**config.mk**
```make
export PLATFORM = sky130hd
export DESIGN_NAME = rx_bit_decoder
export DESIGN_NICKNAME = d
export VERILOG_FILES = /design/src/rtl/rx_pkg.sv /design/src/rtl/rx_nrzi_unstuff.sv /design/src/rtl/rx_bit_decoder.sv
export SDC_FILE = /design/constraint.sdc
export NUM_CORES = 1
export LEC_CHECK = 0
export BUFFER_PORTS_ARGS = -buffer_cell sky130_fd_sc_hd__buf_4
export CORE_MARGIN = 5
export CORE_UTILIZATION = 35
export CTS_BUF_LIST = sky130_fd_sc_hd__clkbuf_16
export DETAILED_ROUTE_END_ITERATION = 8
export GPL_TIMING_DRIVEN = 0
export HOLD_SLACK_MARGIN = 0.1
export REMOVE_ABC_BUFFERS = 1
export SETUP_SLACK_MARGIN = 0.2
export SLEW_MARGIN = 0
export SYNTH_ARGS = -nofsm -noshare
export SYNTH_HDL_FRONTEND = slang
export SYNTH_SLANG_ARGS = --single-unit
export TNS_END_PERCENT = 5
```
**constraint.sdc**
```tcl
create_clock -name clk -period 1.76 [get_ports clk]
set_clock_uncertainty 0.05 [all_clocks]
set_input_delay 0.176 -clock clk [delete_from_list [all_inputs] [get_ports clk]]
set_output_delay 0.176 -clock clk [all_outputs]
set_load 0.1 [all_outputs]
```
**src/rtl/rx_pkg.sv**
```systemverilog
// Shared types for the USB RX bit decoder: FSM states, line states, default sync byte.
package rx_pkg;

   localparam logic [7:0] SYNC_BYTE_DEF = 8'h80;

   typedef enum logic [2:0] {
      ST_IDLE,
      ST_SYNC,
      ST_RECEIVE,
      ST_EOP,
      ST_ERROR
   } rx_state_t;

   // Encoding matches {d_plus, d_minus} so a line sample casts straight in.
   typedef enum logic [1:0] {
      LINE_SE0 = 2'b00,
      LINE_K   = 2'b01,
      LINE_J   = 2'b10,
      LINE_SE1 = 2'b11
   } line_t;

endpackage

```
**src/rtl/rx_nrzi_unstuff.sv**
```systemverilog
// Line classifier, NRZI decoder and ones counter feeding the RX bit decoder FSM.
// RX_STUFF_ERR_EN: flag a stuff bit that decodes as 1 instead of silently dropping it.
module rx_nrzi_unstuff
   import rx_pkg::*;
(
   input  logic  clk,
   input  logic  n_rst,
   input  logic  i_d_plus,
   input  logic  i_d_minus,
   input  logic  i_en_sample,
   input  logic  i_count_en,
   output line_t o_line_c,
   output logic  o_bit_c,
   output logic  o_keep_c,
   output logic  o_stuff_err_c
);

   localparam int unsigned ONES_W = 3;

   line_t             r_prev;
   logic [ONES_W-1:0] r_ones;
   logic              w_jk;
   logic              w_stuff;

   assign o_line_c = line_t'({i_d_plus, i_d_minus});
   assign w_jk     = (o_line_c == LINE_J) || (o_line_c == LINE_K);
   assign o_bit_c  = (o_line_c == r_prev);
   // Only J/K samples in SYNC/RECEIVE can be stuff bits; SE0 wins over a pending stuff.
   assign w_stuff  = i_count_en && w_jk && (r_ones == ONES_W'(6));
   assign o_keep_c = w_jk && !w_stuff;
`ifdef RX_STUFF_ERR_EN
   assign o_stuff_err_c = w_stuff && o_bit_c;
`else
   assign o_stuff_err_c = 1'b0;
`endif

   always_ff @(posedge clk) begin
      if (!n_rst) begin
         r_prev <= LINE_J;
         r_ones <= '0;
      end else if (i_en_sample) begin
         if (w_jk) begin
            r_prev <= o_line_c;
         end
         if (!i_count_en || w_stuff || !o_bit_c) begin
            r_ones <= '0;
         end else if (w_jk) begin
            r_ones <= r_ones + ONES_W'(1);
         end
      end
   end

endmodule

```
**src/rtl/rx_bit_decoder.sv**
```systemverilog
// USB RX bit decoder: sync detect, LSB-first byte assembly, EOP and error tracking.
// RX_STUFF_ERR_EN: a stuff bit decoding as 1 sends the packet to ERROR.
module rx_bit_decoder
   import rx_pkg::*;
#(
   parameter logic [7:0] SYNC_BYTE = SYNC_BYTE_DEF
) (
   input  logic       clk,
   input  logic       n_rst,
   input  logic       d_plus,
   input  logic       d_minus,
   input  logic       en_sample,
   output logic [7:0] rx_data,
   output logic       rx_valid,
   output logic       eop,
   output logic       rx_error
);

   localparam int unsigned CNT_W = 3;

   rx_state_t        r_state;
   logic [6:0]       r_shift;
   logic [CNT_W-1:0] r_cnt;
   logic             r_se0_seen;
   logic [7:0]       r_rx_data;
   logic             r_rx_valid;
   logic             r_eop;
   logic             r_rx_error;

   line_t            w_line;
   logic             w_bit;
   logic             w_keep;
   logic             w_stuff_err;
   logic             w_count_en;
   logic [7:0]       w_byte;

   assign w_count_en = (r_state == ST_SYNC) || (r_state == ST_RECEIVE);
   assign w_byte     = {w_bit, r_shift};

   rx_nrzi_unstuff u_nrzi (
      .clk           (clk),
      .n_rst         (n_rst),
      .i_d_plus      (d_plus),
      .i_d_minus     (d_minus),
      .i_en_sample   (en_sample),
      .i_count_en    (w_count_en),
      .o_line_c      (w_line),
      .o_bit_c       (w_bit),
      .o_keep_c      (w_keep),
      .o_stuff_err_c (w_stuff_err)
   );

   always_ff @(posedge clk) begin
      if (!n_rst) begin
         r_state    <= ST_IDLE;
         r_shift    <= '0;
         r_cnt      <= '0;
         r_se0_seen <= 1'b0;
         r_rx_data  <= 8'h00;
         r_rx_valid <= 1'b0;
         r_eop      <= 1'b0;
         r_rx_error <= 1'b0;
      end else begin
         r_rx_valid <= 1'b0;
         r_eop      <= 1'b0;
         if (en_sample) begin
            case (r_state)
               ST_IDLE: begin
                  if (w_line == LINE_K) begin
                     r_state    <= ST_SYNC;
                     r_shift    <= w_byte[7:1];
                     r_cnt      <= CNT_W'(1);
                     r_rx_error <= 1'b0;
                  end
               end
               ST_SYNC, ST_RECEIVE: begin
                  if (w_line == LINE_SE1 || w_stuff_err ||
                      (w_line == LINE_SE0 && r_state == ST_SYNC)) begin
                     r_state    <= ST_ERROR;
                     r_se0_seen <= 1'b0;
                     r_rx_error <= 1'b1;
                  end else if (w_line == LINE_SE0) begin
                     r_state <= ST_EOP;
                     if (r_cnt != '0) begin
                        r_rx_error <= 1'b1;
                     end
                  end else if (w_keep) begin
                     r_shift <= w_byte[7:1];
                     r_cnt   <= r_cnt + CNT_W'(1);
                     // Eighth bit closes the byte: sync check or data delivery.
                     if (r_cnt == CNT_W'(7)) begin
                        if (r_state == ST_RECEIVE) begin
                           r_rx_data  <= w_byte;
                           r_rx_valid <= 1'b1;
                        end else if (w_byte == SYNC_BYTE) begin
                           r_state <= ST_RECEIVE;
                        end else begin
                           r_state    <= ST_ERROR;
                           r_se0_seen <= 1'b0;
                           r_rx_error <= 1'b1;
                        end
                     end
                  end
               end
               ST_EOP: begin
                  if (w_line == LINE_J) begin
                     r_state <= ST_IDLE;
                     r_eop   <= 1'b1;
                  end else if (w_line != LINE_SE0) begin
                     r_state    <= ST_ERROR;
                     r_se0_seen <= 1'b0;
                     r_rx_error <= 1'b1;
                  end
               end
               ST_ERROR: begin
                  if (w_line == LINE_SE0) begin
                     r_se0_seen <= 1'b1;
                  end else if (w_line == LINE_J && r_se0_seen) begin
                     r_state    <= ST_IDLE;
                     r_se0_seen <= 1'b0;
                  end else begin
                     r_se0_seen <= 1'b0;
                  end
               end
               default: r_state <= ST_IDLE;
            endcase
         end
      end
   end

   assign rx_data  = r_rx_data;
   assign rx_valid = r_rx_valid;
   assign eop      = r_eop;
   assign rx_error = r_rx_error;

endmodule
```
======== Word-level counts from Yosys, hierarchy flattened ========
Cells that the tools add are included.
storage, ports and cells
  word-level logic and storage cells ...... 126
  register bits ........................... 30
  input bits .............................. 5
  output and inout bits ................... 11
operators by class
  $add $sub $neg .......................... 2
  mux-type cells .......................... 46
  equal/unequal tests ..................... 30
  reductions and logical operators ........ 31
  bitwise gates (word level) .............. 7
operator list
  cell                 count
  $mux 3               16
  $mux 7               4
  $mux 1               21
  $ne 4x4->1 const B   4
  $ne 3x3->1 const B   5
  $ne 2x2->1 const B   7
  $pmux 7 s2           1
  $pmux 3 s4           1
  $reduce_and 10->1    1
  $eq 3x3->1 const B   3
  $reduce_and 9->1     1
  $reduce_bool 3->1    3
  $eq 8x8->1 const B   1
  $reduce_and 8->1     1
  $not 1->1            7
  $reduce_and 7->1     1
  $reduce_or 7->1      1
  $add 3x1->3 const B  2
  $eq 3x2->1 const B   2
  $pmux 1 s3           2
  $pmux 3 s2           1
  $reduce_and 6->1     1
  $reduce_bool 2->1    3
  $logic_and 1x1->1    5
  other kinds (14)     22

======== Depth between registers and ports, before layout ========
Gate-level depths: netlist (run 1).
  depth after elaboration ................. 10
  mapped depth ............................ 8
  gate-level depth less buffers ........... 7

======== Modules after synthesis ========
Synthesis (run 1) repeated with hierarchy kept, for this count alone.
unflattened totals
  cell total of the unflattened synthesis .. 192
  area total of the unflattened synthesis .. 1,742.9 µm²
by module, submodules not included
  module           instances  area an instance (µm²)  cells an instance
  rx_bit_decoder   1          1,317.5                 143
  rx_nrzi_unstuff  1          425.4                   49

======== Least setup slack after synthesis (run 1) ========
OpenSTA, ideal clock, no wires.
  path type ............................... flip-flop to flip-flop
  from .................................... register u_nrzi.r_ones[0]
  to ...................................... register r_rx_data[6] (netlist: rx_data[6])
  slack ................................... 0.081 ns
  data arrival time ....................... 1.502 ns
  path buffers ............................ 0
  required time ........................... 1.582 ns
  period minus slack after synthesis ...... 1.679 ns
  setup time .............................. 0.128 ns
  cell stages (with the launch flop) ...... 8
  cells stage by stage .................... dfxtp_1 -> inv_1 -> ha_1 -> nand2_1 -> nand3_1 -> nor3_4 -> mux2i_1 -> nor2_1
on the way
  longest elaborated chain between the ends .. 5
ends and longest elaborated chain
  item                        RTL line               RTL
  from (decl)                 rx_nrzi_unstuff.sv:21  logic [ONES_W-1:0] r_ones;
  from (signal assigned)      rx_nrzi_unstuff.sv:48  r_ones <= r_ones + ONES_W'(1);
  $eq 3x3->1                  rx_nrzi_unstuff.sv:29  assign w_stuff = i_count_en && w_jk && (r_ones == ONES_W'(6));
  $logic_and 1x1->1           rx_nrzi_unstuff.sv:29
  $logic_not 1->1             rx_nrzi_unstuff.sv:30  assign o_keep_c = w_jk && !w_stuff;
  $logic_and 1x1->1           rx_nrzi_unstuff.sv:30
  $reduce_and 7->1 (no line)  --
  to (signal assigned)        rx_bit_decoder.sv:93   r_rx_data <= w_byte;
  to (decl)                   rx_bit_decoder.sv:25   logic [7:0] r_rx_data;
Every way passes these cells.
A chain may end at the register's enable or synchronous reset.

======== Worst setup path after layout (run 1) ========
  from .................................... register r_shift[6]
  to ...................................... register r_se0_seen
on the way
  longest elaborated chain between the ends .. 3
ends and longest elaborated chain
  item                        RTL line               RTL
  from (decl)                 rx_bit_decoder.sv:22   logic [6:0] r_shift;
  from (signal assigned)      rx_bit_decoder.sv:71   r_shift <= w_byte[7:1];
  from (signal assigned)      rx_bit_decoder.sv:88   r_shift <= w_byte[7:1];
  $eq 8x8->1                  rx_bit_decoder.sv:95   end else if (w_byte == SYNC_BYTE) begin
  $ne 3x3->1 (no line)        --
  $reduce_and 9->1 (no line)  --
  to (signal assigned)        rx_bit_decoder.sv:99   r_se0_seen <= 1'b0;
  to (signal assigned)        rx_bit_decoder.sv:111  r_se0_seen <= 1'b0;
  to (signal assigned)        rx_bit_decoder.sv:117  r_se0_seen <= 1'b1;
  to (decl)                   rx_bit_decoder.sv:24   logic r_se0_seen;
Every way passes these cells.

==> flow_summary.yaml, run 1 <==
setup_path:
  cp_max_fo: 4
  critPathRequiredTime_ps: 1870
  cp.arrival_ps: 1840
  crit_path_end_kind: "register"
  cp-start-kind: "register"
  path_class: "register to register"
die:
  pin_count: 16
  core_area_um2: 4410
  start_util_pct: 36.5
  placementRows: 24
  die_x_um: 77.9
  die_h_um: 77.9
  dieArea_um2: 6070
clocking:
  cts_root_buffer: "clkbuf_16"
  cts.htree.levels: 2
  numCtsBuffers: 5
  clk_pin_slew_ps: 50
  insertion_delay_ps: 270
  cts_tree: "built"
  cts_buffer_depth: 2
  cts_sinks: 30
timing:
  max_freq_ghz: 0.579
  slew_headroom_pct: 60.4
  post-route-period-util_pct: 98.1
  setup_viol: 0
  max_slew.worst_pin.slew_ps: 594
  period_minus_slack_ps: 1730
  report.final.slew_viol_count: 0
  rsz0062_at_grt: "true"
  finalHoldViolCount: 0
  tns_ps: 0
pwr:
  leakage_uw: 0.000839
  ir_drop_uv: 592
  power_per_cell_area_nw_per_um2: 858
  p_total_uw: 1790
synth:
  synth_ff_type: "dfxtp_1"
  synth.distinct_cells: 41
  ys_async_sr_fraction_pct: 0
  netlist_area_um2: 1610
  yosysSeqAreaShare_pct: 37.2
  syn_avg_cell_area_um2: 8.81
  postSynthCellCount: 183
  synth_warnings: 0
  ys_seq_elements: 30
  synth_edf_count: 0
routing:
  routedWlPerCell_um: 14.1
  first_pass_iters: 4
  drtIter0Drc: 85
  via_count: 1346
  ant_nets: 0
  drc: 0
  vias_per_cell: 5.16
  routed_wl_um: 3690
layout:
  nFillCells: 417
  antenna_cells: 0
  layout_common_cells: "nor2_1, dfxtp_1, buf_4, mux2i_1, nand2_1"
  area_delta_synth_final_pct: 29.2
  fin_area_um2: 2080
  drive_gt1_share_pct: 28.2
  final_common_cell: "nor2_1"
  final_nets: 223
placed_design:
  port_buffers: 15
  place_area_um2: 1730
  hpwl_um: 2310
  gp_congestion: 0.874
job:
  cap_viol_max_count: 0
grt:
  grt_pass1_vias: 1324
  antenna_found_initial: 0
  grt_pass1_wl_um: 6250
  track_usage_pct: 12.7
  grt_remaining_overflow: 0
  grt_max_degree: 21
hold_path:
  hold_class: "input port to register"
run_status:
  status: "finished, final reports clean"
==> registers in the layout, summed over array words and instances (netlist names) <==
| signal | cells |
|---|---|
| rx_data | 8 |
| r_shift | 7 |
| r_cnt | 3 |
| r_state | 3 |
| u_nrzi.r_ones | 3 |
| u_nrzi.r_prev | 2 |
| eop | 1 |
| r_se0_seen | 1 |
| rx_error | 1 |
| rx_valid | 1 |
==> logic make-up (layout without fill, tap and decap cells) <==
logic type	after synthesis	in the layout	synth area share (%)
AOI/OAI and AO/OA	26	26	11.4
muxes	21	21	13.0
buffers and inverters	19	45	5.74
and+or+nand+nor	73	73	22.4
xor gates and xnor gates	5	5	3.18
DFF	30	30	37.2
adders and majority gates	9	9	6.98
==> repair_timing <==
action	CTS	global route
buffers inserted	11	2
pin swaps	5	8
hold buffers	0	0
cloned	1	0
endpoints found under the setup margin	26	26
endpoints found under the hold margin	0	0
gates resized for setup	14	15
==> path summary, 6_finish.rpt <==
kind | from | to | slack [ps] | cells after the start
worst max-delay path | r_shift[6]$_SDFFE_PN0P_ | r_se0_seen$_SDFFE_PN0P_ | 30 | 5
worst min-delay path | n_rst | u_nrzi.r_prev[1]$_SDFFE_PN1P_ | 140 | 2
worst max register to register | r_shift[6]$_SDFFE_PN0P_ | r_se0_seen$_SDFFE_PN0P_ | 30 | 5
worst min register to register | u_nrzi.r_prev[0]$_SDFFE_PN0P_ | u_nrzi.r_prev[0]$_SDFFE_PN0P_ | 410 | 2
==> cells in the mapped netlist, types with 3 or more instances <==
master | number | share of area [%]
ha_1 | 9 | 7.0
inv_1 | 9 | 2.1
nand2_1 | 13 | 3.0
nand3_1 | 11 | 3.4
or3_1 | 3 | 1.2
o21ai_0 | 3 | 0.93
buf_4 | 3 | 1.4
o211ai_1 | 3 | 1.4
nor2_1 | 25 | 5.8
nand2b_1 | 4 | 1.6
mux2i_1 | 21 | 13
dfxtp_1 | 30 | 37
nor3_1 | 4 | 1.2
a21oi_1 | 7 | 2.2
clkbuf_1 | 4 | 0.93
==> stage by stage <==
stage          utilization [%]  std cells  hold slack (ps)  setup WS [ps]
2_1_floorplan                -        173              215           -248
3_5_place_dp              39.2        240              410           -590
3_3_place_gp              39.2        240              402           -607
5_1_grt                   47.2        261              150          -45.2
4_1_cts                   45.8        259              141           34.1
6_report                  47.2        261              140           33.7
==> cell type report <==
cell class | instances | area (um2) | area share [%]
multi-input combinational | 134 | 970 | 46.5
sequential | 30 | 614 | 29.5
timing repair buffer | 29 | 265 | 12.7
clock buffer | 5 | 125 | 6.01
tap | 52 | 65.1 | 3.12
inverter | 9 | 33.8 | 1.62
clock inverter | 2 | 10.0 | 0.480
==> layer usage <==
layer / global-route usage, % / up-vias / share of wire [%]
met3: 3.82 / 5 / 5.4
met2: 18.8 / 31 / 44
li1: - / 689 / -
met1: 16.8 / 621 / 49
met5: 0 / - / 0
met4: 5.84 / 0 / 1.6
==> report_power, final <==
group          internal (uW)  switching, uW
combinational            133            150
sequential               695           16.3
clock                    508            284
==> critical path: stages, from the launching register on <==
cell	delay (ps)
dfxtp_2	330
or4_4	530
o41a_1	390
nand2b_1	100
a21oi_1	90
mux2i_1	130
Power figures use the tool's default switching activity.
==> run 2, diff against run 1 <==
--- a/config.mk
+++ b/config.mk
@@ -12,6 +12,7 @@
 export DETAILED_ROUTE_END_ITERATION = 8
 export GPL_TIMING_DRIVEN = 0
 export HOLD_SLACK_MARGIN = 0.1
+export MAX_ROUTING_LAYER = met4
 export REMOVE_ABC_BUFFERS = 1
 export SETUP_SLACK_MARGIN = 0.2
 export SLEW_MARGIN = 0
==> flow_summary.yaml, run 2 (synthesized netlist as in run 1, its figures left out) <==
run_status:
  status: "finished, final reports clean"
clocking:
  insertion_delay_ps: 270
  clk_pin_slew_ps: 50
  numCtsBuffers: 5
  cts_sinks: 30
  cts_buffer_depth: 2
  cts.htree.levels: 2
  cts_tree: "built"
  cts_root_buffer: "clkbuf_16"
  holdBufCountCts: 0
setup_path:
  path_class: "register to register"
  critical_path.top_delay_family: "simple AND/OR/NAND/NOR gates"
  cp.arrival_ps: 1830
  cp_max_fo: 4
  critPathRequiredTime_ps: 1870
  max_stage_delay_ps: 530
  crit_path_end_kind: "register"
  crit_start: "r_shift[6]$_SDFFE_PN0P_"
  path_cells: "or4_4 > o41a_1 > nand2b_1 > a21oi_1 > mux2i_1"
  crit_buf_inv: 0
  r2r_start: "r_shift[6]$_SDFFE_PN0P_"
  cp-start-kind: "register"
  critPathSlowestCell: "or4_4"
timing:
  setup_ws_ps: 44.2
  post-route-period-util_pct: 97.5
  hold_slack_ps: 140
  rsz0062_at_grt: "true"
  tns_ps: 0
  max_freq_ghz: 0.583
  slew_headroom_pct: 60.2
  period_minus_slack_ps: 1720
  setup_viol: 0
  max_slew.worst_pin.slew_ps: 596
  report.final.slew_viol_count: 0
  finalHoldViolCount: 0
die:
  dieArea_um2: 6070
  die_h_um: 77.9
  start_util_pct: 36.5
  core_area_um2: 4410
  pin_count: 16
  die_x_um: 77.9
  placementRows: 24
layout:
  final_nets: 223
  largest_reg_flops: 8
  fin_util_pct: 47.1
  antenna_cells: 0
  drive_gt1_share_pct: 27.8
  area_delta_synth_final_pct: 29.0
  layout_common_cells: "nor2_1, dfxtp_1, buf_4, mux2i_1, nand2_1"
  final_common_cell: "nor2_1"
routing:
  ant_nets: 0
  vias_per_cell: 5.22
  drc: 0
  drtIter0Drc: 78
  routedWlPerCell_um: 14.1
  routed_wl_um: 3680
  via_count: 1362
  first_pass_iters: 4
hold_path:
  min-delay-start: "n_rst"
  hold_class: "input port to register"
pwr:
  power_switching_uw: 449
  combPwrFrac_pct: 15.8
  power_per_cell_area_nw_per_um2: 857
  clockPowerShare_pct: 44.3
  internal_power_uw: 1340
  switching_share_pct: 25.1
  ir_drop_uv: 591
  pwr-share-seq_pct: 39.9
  leakage_uw: 0.000839
  p_total_uw: 1780
grt:
  track_usage_pct: 13.1
  grt_remaining_overflow: 0
  grt_max_degree: 21
  grt_pass1_vias: 1324
  grt_pass1_wl_um: 6270
  antenna_found_initial: 0
placed_design:
  port_buffers: 15
  pre_cts_ws_ps: -590
  gp_congestion: 0.888
  hpwl_um: 2310
job:
  cap_viol_max_count: 0
==> run 2: timing repair <==
item	in CTS	in global routing
cloned	1	0
setup endpoints to repair	26	26
pin swaps	5	8
resized for setup	14	14
setup buffers	11	2
==> run 2: metrics by stage <==
| step | instance area [um2] | std cells |
|---|---|---|
| after floorplan | 1550 | 173 |
| after global placement | 1730 | 240 |
| after detailed placement | 1730 | 240 |
| after CTS | 2020 | 259 |
| after global routing | 2080 | 261 |
| final | 2080 | 261 |
==> run 2: worst paths after layout <==
path	to	slack (ps)	cells after the start
max	r_se0_seen$_SDFFE_PN0P_	40	5
min	u_nrzi.r_prev[1]$_SDFFE_PN1P_	140	2
max reg2reg	r_se0_seen$_SDFFE_PN0P_	40	5
min reg2reg	r_se0_seen$_SDFFE_PN0P_	410	2
==> run 2: area by class of cell <==
class,instances,area (um2)
Clock buffer,5,125
Timing Repair Buffer,29,265
Inverter,9,33.8
Tap cell,52,65.1
Sequential cell,30,614
Multi-Input combinational cell,134,967
Clock inverter,2,10.0
Fill cell,418,2330
==> run 2: metal layers <==
layer  wire, um  vias up  GRT usage (%)
li1           -      690              -
met1       1780      632           17.2
met2       1650       35           18.7
met3        187        5           3.59
met4         59        0           5.84
met5          0        -              -
==> run 2: power groups by stage <==
stage / logic, uW / clock network, uW / registers, uW
finish: 282 / 791 / 711
global route: 306 / 846 / 713
CTS: 263 / 809 / 709
detailed placement: 199 / 0 / 728
global placement: 200 / 0 / 728
floorplan: 145 / 0 / 729
==> run 2: worst reg2reg max path, cell delays in order, from the launching register on <==
cell	delay [ps]
dfxtp_2	330
or4_4	530
o41a_1	380
nand2b_1	100
a21oi_1	90
mux2i_1	130
==> run 3, diff against run 2 <==
--- a/config.mk
+++ b/config.mk
@@ -5,6 +5,7 @@
 export SDC_FILE = /design/constraint.sdc
 export NUM_CORES = 1
 export LEC_CHECK = 0
+export ABC_AREA = 1
 export BUFFER_PORTS_ARGS = -buffer_cell sky130_fd_sc_hd__buf_4
 export CORE_MARGIN = 5
 export CORE_UTILIZATION = 35
==> constraint.sdc (replaced) <==
create_clock -name clk -period 2.1 [get_ports clk]
set_clock_uncertainty 0.05 [all_clocks]
set_input_delay 0.21 -clock clk [delete_from_list [all_inputs] [get_ports clk]]
set_output_delay 0.21 -clock clk [all_outputs]
set_load 0.1 [all_outputs]
==> flow_summary.yaml, run 3 <==
synth:
  synth_largest_area_cell: "dfxtp_1"
  ys_seq_elements: 30
  yosysMostFrequentCell: "nand2_1"
  postSynthCellCount: 229
  synth_edf_count: 0
  yosysSeqAreaShare_pct: 34.7
  synth.distinct_cells: 34
  synth_warnings: 0
  netlist_area_um2: 1730
  synth.area.top_cells: "dfxtp_1, nand2_1, ha_1"
  syn_avg_cell_area_um2: 7.57
  yosys.area.top_type_share_pct: 34.7
  synth_commonest_cells: "nand2_1, dfxtp_1, nor2_1, inv_1, a21oi_1"
  ys_async_sr_fraction_pct: 0
  synth_ff_type: "dfxtp_1"
clocking:
  cts_tree: "built"
  cts_sinks: 30
  cts.htree.levels: 2
  numCtsBuffers: 5
  cts_root_buffer: "clkbuf_16"
  insertion_delay_ps: 270
  clk_pin_slew_ps: 50
  cts_buffer_depth: 2
grt:
  grt_pass1_wl_um: 6330
  track_usage_pct: 13.1
  grt_pass1_vias: 1402
  grt_remaining_overflow: 0
  antenna_found_initial: 0
  grt_max_degree: 22
timing:
  rsz0062_at_grt: "true"
  max_freq_ghz: 0.557
  finalHoldViolCount: 0
  setup_viol: 0
  post-route-period-util_pct: 85.5
  max_slew.worst_pin.slew_ps: 555
  report.final.slew_viol_count: 0
  slew_headroom_pct: 62.8
  period_minus_slack_ps: 1800
routing:
  first_pass_iters: 4
  drc: 0
  ant_nets: 0
  vias_per_cell: 4.87
  routedWlPerCell_um: 11.9
  via_count: 1545
  drtIter0Drc: 150
  routed_wl_um: 3780
die:
  die_x_um: 80.4
  start_util_pct: 36.4
  pin_count: 16
  core_area_um2: 4750
  die_h_um: 80.4
  dieArea_um2: 6460
  placementRows: 25
placed_design:
  port_buffers: 15
  hpwl_um: 2690
  gp_congestion: 0.892
  dpl.cell_count: 304
  place_area_um2: 1870
setup_path:
  critPathSlowestCell: "dfxtp_1"
  cp_common_cell: "nand2_4"
  cp_max_fo: 21
  path_cells: "nor2_2 > nand2_1 > nand2_4 > a21oi_4 > nand2_4 > nand2_4 > nand2_4 > o21ai_0 > a21oi_1"
  cp.arrival_ps: 1910
  path_class: "register to register"
  crit_path_end_kind: "register"
  max_stage_delay_ps: 440
  cp-start-kind: "register"
  critPathRequiredTime_ps: 2210
pwr:
  power_per_cell_area_nw_per_um2: 1420
  leakage_uw: 0.000934
  ir_drop_uv: 579
  p_total_uw: 2990
layout:
  final_common_cell: "nand2_1"
  layout_common_cells: "nand2_1, nor2_1, dfxtp_1, inv_1, buf_4"
  fin_area_um2: 2100
  area_delta_synth_final_pct: 21.2
  final_cells: 317
  antenna_cells: 0
  largest_reg_flops: 8
  drive_gt1_share_pct: 23.2
  final_nets: 263
  fin_util_pct: 44.2
job:
  cap_viol_max_count: 0
run_status:
  status: "finished, final reports clean"
hold_path:
  hold_class: "input port to register"
-- run 3: metal layers --
metal / vias to the layer above / global-route usage [%] / share of wire [%] / wire length [um]
met5: - / - / 0 / 0
met3: 2 / 2.69 / 4.6 / 172
met4: 0 / 7.09 / 0.98 / 37
met1: 703 / 16.5 / 48 / 1800
li1: 801 / - / - / -
met2: 39 / 19.6 / 47 / 1770
-- run 3: stage by stage --
stage	setup TNS (ps)	setup WS (ps)	hold WS [ps]
after global routing	0	133	181
after floorplan	0	315	259
after CTS	0	250	167
after detailed placement	-151	-57.7	415
final	0	304	168
after global placement	-205	-65.7	402
-- run 3: worst paths after layout --
path                                               startpoint  cells after the start  slack [ps]                       endpoint
worst max-delay path                  r_state[0]$_SDFFE_PN0P_                      9         300          r_cnt[0]$_SDFFE_PN0P_
worst min-delay path                                    n_rst                      2         170  u_nrzi.r_prev[1]$_SDFFE_PN1P_
worst min register to register  u_nrzi.r_prev[0]$_SDFFE_PN0P_                      2         420  u_nrzi.r_prev[0]$_SDFFE_PN0P_
worst max register to register        r_state[0]$_SDFFE_PN0P_                      9         300          r_cnt[0]$_SDFFE_PN0P_
-- run 3: power breakdown --
| group | internal [uW] | switching, uW |
|---|---|---|
| clock | 674 | 245 |
| combinational | 390 | 894 |
| sequential | 679 | 106 |
-- run 3: what timing repair did --
item | CTS | global route
hold buffers | 0 | 0
pin swaps | 1 | 2
gates cloned | 0 | 0
setup buffers | 2 | 3
gates resized for setup | 1 | 1
setup endpoints to repair | 20 | 18
-- run 3: cells by family (layout without fill, tap and decap cells) --
family          Yosys count  count (layout)  synth area share [%]
xor+xnor                  1               1                 0.506
fa+ha+maj                 9               9                  6.50
flops                    30              30                  34.7
simple gates            113             113                  33.2
compound gates           42              42                  15.7
buf+inv                  34              55                  9.39
-- run 3: area by class of cell --
class | count | area [um2]
fill | 509 | 2650
sequential | 30 | 602
timing repair buffer | 20 | 150
inverter | 27 | 101
clock buffer | 5 | 125
clock inverter | 3 | 63.8
multi-input combinational | 165 | 975
tap | 67 | 83.8
-- run 3: critical path, delay by kind of cell (launching register included) --
kind            cells  cell delay [ps]
compound gates      3              500
simple gates        6              700
flops               1              440
